**src/rtl/alu_div_seq.sv**
```systemverilog
// ---------------------------------------------------------------------------
// alu_div_seq -- sequential restoring divider that borrows the 32-bit ALU.
//
// Each RUN cycle presents one trial subtract (alu_src1_o - alu_src2_o) to the
// ALU with ALU_control fixed at ALU_SUB_CODE. The ALU returns the difference
// and its no-borrow flag in the same cycle. One division is in flight at a
// time. Requests and results use valid/ready handshakes.
//
// Handshake rules (both sides): a transfer happens on a rising edge where
// valid and ready are both high. The producer holds valid and its payload
// steady until that edge. req_ready_o is high only in IDLE. res_valid_o stays
// high with a stable payload until res_ready_i is seen.
//
// Optional feature: define ALU_DIV_SIGNED_EN to add a signed_i input and a
// FIX state that restores the signs of the quotient and remainder.
//
// Ports
//   clk_i, rst_i                  clock, synchronous active-high reset
//   req_valid_i / req_ready_o     request handshake
//   dividend_i, divisor_i         operands, sampled on accept
//   signed_i                      (ALU_DIV_SIGNED_EN only) signed operation
//   alu_src1_o, alu_src2_o        ALU operands: shifted remainder, divisor
//   alu_ctrl_o                    ALU_control, constant ALU_SUB_CODE
//   alu_result_i, alu_cout_i      ALU difference and no-borrow flag
//   res_valid_o / res_ready_i     result handshake
//   quotient_o, remainder_o       result payload
//   div_zero_o                    divisor was zero (qualified by res_valid_o)
// ---------------------------------------------------------------------------
module alu_div_seq #(
    parameter int         WIDTH        = 32,
    parameter logic [3:0] ALU_SUB_CODE = 4'b0110
) (
    input  logic             clk_i,
    input  logic             rst_i,
    input  logic             req_valid_i,
    output logic             req_ready_o,
    input  logic [WIDTH-1:0] dividend_i,
    input  logic [WIDTH-1:0] divisor_i,
`ifdef ALU_DIV_SIGNED_EN
    input  logic             signed_i,
`endif
    output logic [WIDTH-1:0] alu_src1_o,
    output logic [WIDTH-1:0] alu_src2_o,
    output logic [3:0]       alu_ctrl_o,
    input  logic [WIDTH-1:0] alu_result_i,
    input  logic             alu_cout_i,
    output logic             res_valid_o,
    input  logic             res_ready_i,
    output logic [WIDTH-1:0] quotient_o,
    output logic [WIDTH-1:0] remainder_o,
    output logic             div_zero_o
);

    localparam int CW = $clog2(WIDTH);

    typedef enum logic [1:0] {
        S_IDLE = 2'd0,
        S_RUN  = 2'd1,
        S_DONE = 2'd2
`ifdef ALU_DIV_SIGNED_EN
        , S_FIX = 2'd3
`endif
    } state_t;

    state_t           state_q;
    logic [WIDTH-1:0] q_q;        // quotient shift register; dividend bits shift out the top
    logic [WIDTH-1:0] r_q;        // partial remainder
    logic [WIDTH-1:0] src1_q;     // always holds the shifted remainder S of the current step
    logic [WIDTH-1:0] src2_q;     // latched divisor
    logic [WIDTH-1:0] quo_q;
    logic [WIDTH-1:0] rem_q;
    logic [CW-1:0]    cnt_q;
    logic             req_ready_q;
    logic             res_valid_q;
    logic             div_zero_q;

    // One restoring step. hi is the bit shifted out of R. When it is set,
    // {hi,S} >= D is guaranteed, and the ALU's modulo difference is still the
    // correct new remainder.
    logic [WIDTH-1:0] s_step;
    logic [WIDTH-1:0] r_d;
    logic [WIDTH-1:0] q_d;
    logic [WIDTH-1:0] src1_d;
    logic             hi;
    logic             ok;

    assign s_step = {r_q[WIDTH-2:0], q_q[WIDTH-1]};
    assign hi     = r_q[WIDTH-1];
    assign ok     = hi | alu_cout_i;
    assign r_d    = ok ? alu_result_i : s_step;
    assign q_d    = {q_q[WIDTH-2:0], ok};
    // Preload the next step's S. This keeps alu_src1_o registered while the
    // ALU still sees S in the cycle that uses it.
    assign src1_d = {r_d[WIDTH-2:0], q_q[WIDTH-2]};

    logic [WIDTH-1:0] dvd_mag;
    logic [WIDTH-1:0] dvs_mag;

`ifdef ALU_DIV_SIGNED_EN
    logic sign_a;
    logic sign_b;
    logic neg_q_q;
    logic neg_r_q;

    assign sign_a  = signed_i & dividend_i[WIDTH-1];
    assign sign_b  = signed_i & divisor_i[WIDTH-1];
    assign dvd_mag = sign_a ? -dividend_i : dividend_i;
    assign dvs_mag = sign_b ? -divisor_i  : divisor_i;
`else
    assign dvd_mag = dividend_i;
    assign dvs_mag = divisor_i;
`endif

    always_ff @(posedge clk_i) begin
        if (rst_i) begin
            state_q     <= S_IDLE;
            q_q         <= '0;
            r_q         <= '0;
            src1_q      <= '0;
            src2_q      <= '0;
            quo_q       <= '0;
            rem_q       <= '0;
            cnt_q       <= '0;
            req_ready_q <= 1'b1;
            res_valid_q <= 1'b0;
            div_zero_q  <= 1'b0;
`ifdef ALU_DIV_SIGNED_EN
            neg_q_q     <= 1'b0;
            neg_r_q     <= 1'b0;
`endif
        end else begin
            case (state_q)
                S_IDLE: begin
                    if (req_valid_i && req_ready_q) begin
                        req_ready_q <= 1'b0;
                        cnt_q       <= CW'(WIDTH - 1);
`ifdef ALU_DIV_SIGNED_EN
                        neg_q_q     <= sign_a ^ sign_b;
                        neg_r_q     <= sign_a;
`endif
                        if (divisor_i == '0) begin
                            // Skip the ALU entirely. The remainder is the raw dividend.
                            quo_q       <= '1;
                            rem_q       <= dividend_i;
                            div_zero_q  <= 1'b1;
                            res_valid_q <= 1'b1;
                            state_q     <= S_DONE;
                        end else begin
                            q_q     <= dvd_mag;
                            r_q     <= '0;
                            src1_q  <= {{(WIDTH-1){1'b0}}, dvd_mag[WIDTH-1]};
                            src2_q  <= dvs_mag;
                            state_q <= S_RUN;
                        end
                    end
                end
                S_RUN: begin
                    r_q <= r_d;
                    q_q <= q_d;
                    if (cnt_q == '0) begin
`ifdef ALU_DIV_SIGNED_EN
                        state_q     <= S_FIX;
`else
                        quo_q       <= q_d;
                        rem_q       <= r_d;
                        res_valid_q <= 1'b1;
                        state_q     <= S_DONE;
`endif
                    end else begin
                        cnt_q  <= cnt_q - 1'b1;
                        src1_q <= src1_d;
                    end
                end
`ifdef ALU_DIV_SIGNED_EN
                S_FIX: begin
                    quo_q       <= neg_q_q ? -q_q : q_q;
                    rem_q       <= neg_r_q ? -r_q : r_q;
                    res_valid_q <= 1'b1;
                    state_q     <= S_DONE;
                end
`endif
                S_DONE: begin
                    if (res_ready_i) begin
                        res_valid_q <= 1'b0;
                        div_zero_q  <= 1'b0;
                        req_ready_q <= 1'b1;
                        state_q     <= S_IDLE;
                    end
                end
                default: state_q <= S_IDLE;
            endcase
        end
    end

    assign req_ready_o = req_ready_q;
    assign res_valid_o = res_valid_q;
    assign quotient_o  = quo_q;
    assign remainder_o = rem_q;
    assign div_zero_o  = div_zero_q;
    assign alu_src1_o  = src1_q;
    assign alu_src2_o  = src2_q;
    assign alu_ctrl_o  = ALU_SUB_CODE;

endmodule

```
**config.mk**
```make
export PLATFORM = sky130hd
export DESIGN_NAME = alu_div_seq
export DESIGN_NICKNAME = d
export VERILOG_FILES = /design/src/rtl/alu_div_seq.sv
export SDC_FILE = /design/constraint.sdc
export NUM_CORES = 1
export LEC_CHECK = 0
export ABC_AREA = 1
export CORE_MARGIN = 3
export CORE_UTILIZATION = 30
export DETAILED_ROUTE_END_ITERATION = 8
export HOLD_SLACK_MARGIN = 0.12
export SYNTH_ARGS = -nofsm -noshare
export SYNTH_HDL_FRONTEND = slang
export SYNTH_SLANG_ARGS = --single-unit
```
**constraint.sdc**
```tcl
create_clock -name clk_i -period 2.7 [get_ports clk_i]
set_clock_uncertainty 0.15 [all_clocks]
set_input_delay 0.54 -clock clk_i [delete_from_list [all_inputs] [get_ports clk_i]]
set_output_delay 0.54 -clock clk_i [all_outputs]
set_load 0.02 [all_outputs]
```
== Yosys cells after proc, flatten, opt, wreduce, memory -nomap -nowiden ==
Cells that the tools add are included.

* Flip-flop bits (word level): 202
* Logic and storage cells: 74

* Add/sub/neg operators: 1
* Equal/unequal tests: 8
* Mux-type cells: 36
* Bitwise logic cells: 2
* Reduce and logical (&&, ||, !) cells: 16

{| class="wikitable"
|+ Operators by type and width
! operator !! count
|-
| $mux W32 || 14
|-
| $pmux W32 S2 || 5
|-
| $logic_not A32 Y1 || 1
|-
| $reduce_and A3 Y1 || 5
|-
| $ne A2 B2 Y1 const B || 6
|-
| $reduce_and A4 Y1 || 3
|-
| $mux W5 || 2
|-
| $pmux W5 S2 || 1
|-
| $mux W2 || 4
|-
| $mux W1 || 6
|-
| $pmux W2 S3 || 1
|-
| $logic_not A5 Y1 || 1
|-
| $reduce_and A5 Y1 || 1
|-
| $sub A5 B1 Y5 const B || 1
|-
| $pmux W1 S2 || 2
|-
| $reduce_bool A2 Y1 || 2
|-
| $pmux W1 S3 || 1
|-
| $reduce_bool A3 Y1 || 1
|-
| $eq A2 B1 Y1 const B || 1
|-
| $eq A2 B2 Y1 const B || 1
|-
| $logic_not A2 Y1 || 1
|-
| $logic_and A1 B1 Y1 || 1
|-
| $not A1 Y1 || 1
|-
| $or A1 B1 Y1 || 1
|}

== Logic depth before layout (Yosys ltp) ==
* Word-level depth: 4
* Depth in mapped cells: 12
* Gate-level depth less buffers: 10

== Worst setup path before layout ==
OpenSTA, ideal clock, no wires.

* Path type: input-to-reg
* From: in divisor_i[3]
* To: reg src1_q[10] (netlist: alu_src1_o[10])
* Library setup time: 128 ps
* Arrival time: 1,659 ps
* Slack: 764 ps
* Stages: 12
* Buffers on the path: 2
* Path through: nor2_1 nand2_1 nor2_1 nand2_1 nor2_4 nand2_2 nand3_1 buf_4 buf_4 nand2_1 nand2_1 nor2_1

* Longest elaborated chain between the ends: 3

{| class="wikitable"
|+ RTL lines
! item !! RTL line !! source
|-
| start: declaration || 38 || <nowiki>input logic [WIDTH-1:0] divisor_i,</nowiki>
|-
| $logic_not A32 Y1 || 141 || <nowiki>if (divisor_i == '0) begin</nowiki>
|-
| $ne A2 B2 Y1 (no source line) || -- ||
|-
| $reduce_and A4 Y1 (no source line) || -- ||
|-
| end signal: assignment || 151 || <nowiki>src1_q <= {{(WIDTH-1){1'b0}}, dvd_mag[WIDTH-1]};</nowiki>
|-
| end signal: assignment || 171 || <nowiki>src1_q <= src1_d;</nowiki>
|-
| end: declaration || 68 || <nowiki>logic [WIDTH-1:0] src1_q;</nowiki>
|}

No other way between the ends.
A chain may end at the register's enable or synchronous reset.

== Final worst setup path ==
* From: reg state_q[1]
* To: reg src1_q[0] (netlist: alu_src1_o[0])

* Longest elaborated chain between the ends: 3

{| class="wikitable"
|+ RTL lines
! item !! RTL line !! source
|-
| start: declaration || 65 || <nowiki>state_t state_q;</nowiki>
|-
| start signal: assignment || 116 || <nowiki>state_q <= S_IDLE;</nowiki>
|-
| start signal: assignment || 147 || <nowiki>state_q <= S_DONE;</nowiki>
|-
| start signal: assignment || 153 || <nowiki>state_q <= S_RUN;</nowiki>
|-
| $eq A2 B1 Y1 or $logic_not A2 Y1 (tied branches) || 132 || <nowiki>case (state_q)</nowiki>
|-
| $ne A2 B2 Y1 (no source line) or $reduce_bool A2 Y1 (tied branches) || -- ||
|-
| $reduce_and A4 Y1 (no source line) || -- ||
|}

Several ways; a longest one is shown, not always the timed one.

==> out/qor.yml <==
outcome:
  status: "finished clean"
global_routing:
  grt_pass1_vias: 9319
  grt_pass1_wl_mm: 51.3
  track_usage_pct: 17.8
  antenna_found_initial: 0
  grt_remaining_overflow: 0
  grt_max_degree: 65
critical_path:
  worstPathArrival_ns: 2.56
  crit_type: "reg -> reg"
  cp_cell_sequence: "inv_1 > ha_2 > buf_4 > nor2_1 > a21oi_1 > nand4_1 > nand2_1 > nor2_1"
  slowest_delay_ns: 0.57
  crit_top_cell: "nor2_1"
  cp_data_required_time_ns: 2.92
  cp-end-kind: "flop"
  critPathMaxFanout: 62
  cp_slowest_cell: "buf_4"
  critPathTopFamily: "buffers and inverters"
  worst_setup_path_start_kind: "flop"
  cp.buffers_inverters: 2
routing:
  totalWireLength_mm: 32.0
  route.antenna.remaining_nets: 0
  routedWlPerCell_um: 14.8
  drt_iter0_drc: 748
  dr.pass1.iters: 5
  route.vias.total: 9819
  vias_per_cell: 4.53
  drc_errors: 0
pwr:
  power.density_mw_per_mm2: 1210
  power_mw: 16.1
  ir_worst_vdd_mv: 0.552
  leakage_nw: 5.94
clock_tree:
  cts-root-buf: "clkbuf_16"
  numCtsBuffers: 25
  clk_transition_reported_paths_ns: 0.06
  clkSinkCount: 202
  post_cts.resized_instances: 0
  clkLatencyLatePin_ns: 0.52
  clockBufferDepth: 3
  ctsHoldBuffers: 0
  cts_tree: "built"
  postCtsSetupBuffers: 0
  htreeDepth: 1
logic_synthesis:
  ys_ff_latch: 202
  ys_seq_area_share_pct: 41.4
  synth_top_area_cell: "dfxtp_1"
  ys_warn_count: 0
  ys_top_cells_by_area: "dfxtp_1, nand2_1, inv_1"
  synth_cell_types: 29
  syn_inst: 1530
  syn_area_mm2: 0.00976
  synth.top_cell.area_share_pct: 41.4
  syn_avg_cell_area_um2: 6.38
layout:
  nNetsFinal: 1820
  stdcell_count: 2168
  n_antenna_cell: 0
  final_core_util_pct: 41.8
  syn_to_final_growth_pct: 36.2
  drive_above_1_share_pct: 4.79
floorplan:
  dieHeight_um: 186
  start_util_pct: 30.7
  num_rows: 65
  core_area_mm2: 0.0318
  die_w_um: 186
  ios: 236
  die_area_mm2: 0.0347
sta:
  fin_tns_setup_ns: 0
  maxSlewHeadroom_pct: 53.7
  tightest_slew_ns: 0.695
  finalHoldViolations: 0
  post-route-min-period_ns: 2.33
  fmax_mhz: 429
  rsz0062_at_grt: "false"
  setup_viol: 0
  slew_viol_final: 0
  fin_crit_sh_pct: 86.4
run:
  cap_viol_max_count: 0
placed_design:
  place.gp.congestion: 0.851
  placement.io_buffers: 231
  dp.cells: 2123
  dp_hpwl_mm: 22.6
min_path:
  hp-class: "reg -> reg"
==> final cells by class <==
type,count,area (um^2)
Multi-Input combinational cell,958,4230
Inverter,266,1000
Fill cell,3311,18500
Clock inverter,11,96.3
Clock buffer,34,679
Sequential cell,202,4040
Tap cell,435,544
Timing Repair Buffer,262,2690
==> worst reg2reg max path: stages (launching register included) <==
cell     delay, ns
dfxtp_1       0.32
inv_1         0.08
ha_2          0.26
buf_4         0.57
nor2_1        0.15
a21oi_1       0.38
nand4_1       0.16
nand2_1       0.09
nor2_1        0.04
==> power breakdown <==
part | total, mW | internal (mW) | switching, mW
Sequential | 4.60 | 4.05 | 0.545
Combinational | 8.35 | 3.26 | 5.09
Clock | 3.19 | 1.86 | 1.33
==> registers in the layout (all words and copies together), names as in the netlist <==
| signal | cells |
|---|---|
| div_zero_o | 1 |
| cnt_q | 5 |
| alu_src2_o | 32 |
| req_ready_o | 1 |
| res_valid_o | 1 |
| alu_src1_o | 32 |
| state_q | 2 |
| remainder_o | 32 |
| quotient_o | 32 |
| q_q | 32 |
| r_q | 32 |
==> synth_stat cells <==
library cell / number
a21oi_1: 102
a31oi_1: 4
buf_1: 7
buf_2: 25
buf_4: 14
buf_6: 3
clkbuf_1: 57
clkinv_1: 2
conb_1: 2
dfxtp_1: 202
ha_1: 4
inv_1: 262
inv_2: 2
nand2_1: 372
nand2_2: 2
nand3_1: 68
nand3_2: 1
nand3b_1: 1
nand4_1: 90
nor2_1: 230
nor2_2: 1
nor2_4: 2
nor3_1: 33
nor3b_1: 1
o21ai_0: 39
o21ai_1: 1
o21ai_2: 1
or2_2: 1
xor2_1: 1
==> cell usage in the layout (no fill, tap or decap), types with 2 or more instances in the layout <==
cell	n
nor2_4	2
clkinv_2	5
clkinv_1	2
o21ai_0	39
inv_1	261
nand2_2	2
clkbuf_16	25
nand4_1	90
buf_12	12
dfxtp_1	202
clkbuf_8	2
clkbuf_1	7
clkinvlp_4	2
nor2_1	229
buf_4	19
ha_1	3
conb_1	4
a31oi_1	4
nor2_2	2
a21oi_1	102
nand3_1	68
clkinv_4	2
clkdlybuf4s50_1	230
nor3_1	33
inv_2	2
nand2_1	372
==> kinds of logic after synthesis <==
logic type	Yosys count	synth area share, %
adders and majority gates	4	0.513
and+or+nand+nor	802	34.9
other	2	0.0770
AOI/OAI and AO/OA	147	7.63
buffers and inverters	372	15.4
DFF	202	41.4
xor gates and xnor gates	1	0.0898
==> per-layer routing <==
metal	vias to the layer above	GRT usage [%]	part of all wire (%)	wire, um
li1	5077	-	-	-
met1	4463	24.8	47	15200
met2	244	28.6	45	14500
met3	35	3.17	5.0	1600
met4	0	4.42	2.1	684
met5	-	0	0	0
==> metrics by stage <==
stage	hold WS, ns	cell area [um^2]	setup WS, ns
floorplan	0.282	9770	0.764
global placement	0.295	12500	0.0834
detailed placement	0.303	12500	0.0250
CTS	0.303	13300	0.418
global route	0.318	13300	0.165
finish	0.311	13300	0.368
==> worst paths after layout <==
check,from,end,slack [ns],cells after the start
worst max-delay path,state_q[1]$_SDFFE_PP0P_,alu_src1_o[0]$_SDFFE_PP0P_,0.37,8
worst min-delay path,r_q[17]$_SDFFE_PP0P_,r_q[17]$_SDFFE_PP0P_,0.31,2
worst max register to register,state_q[1]$_SDFFE_PP0P_,alu_src1_o[0]$_SDFFE_PP0P_,0.37,8
worst min register to register,r_q[17]$_SDFFE_PP0P_,r_q[17]$_SDFFE_PP0P_,0.31,2
(Power assumes the default switching activity.)
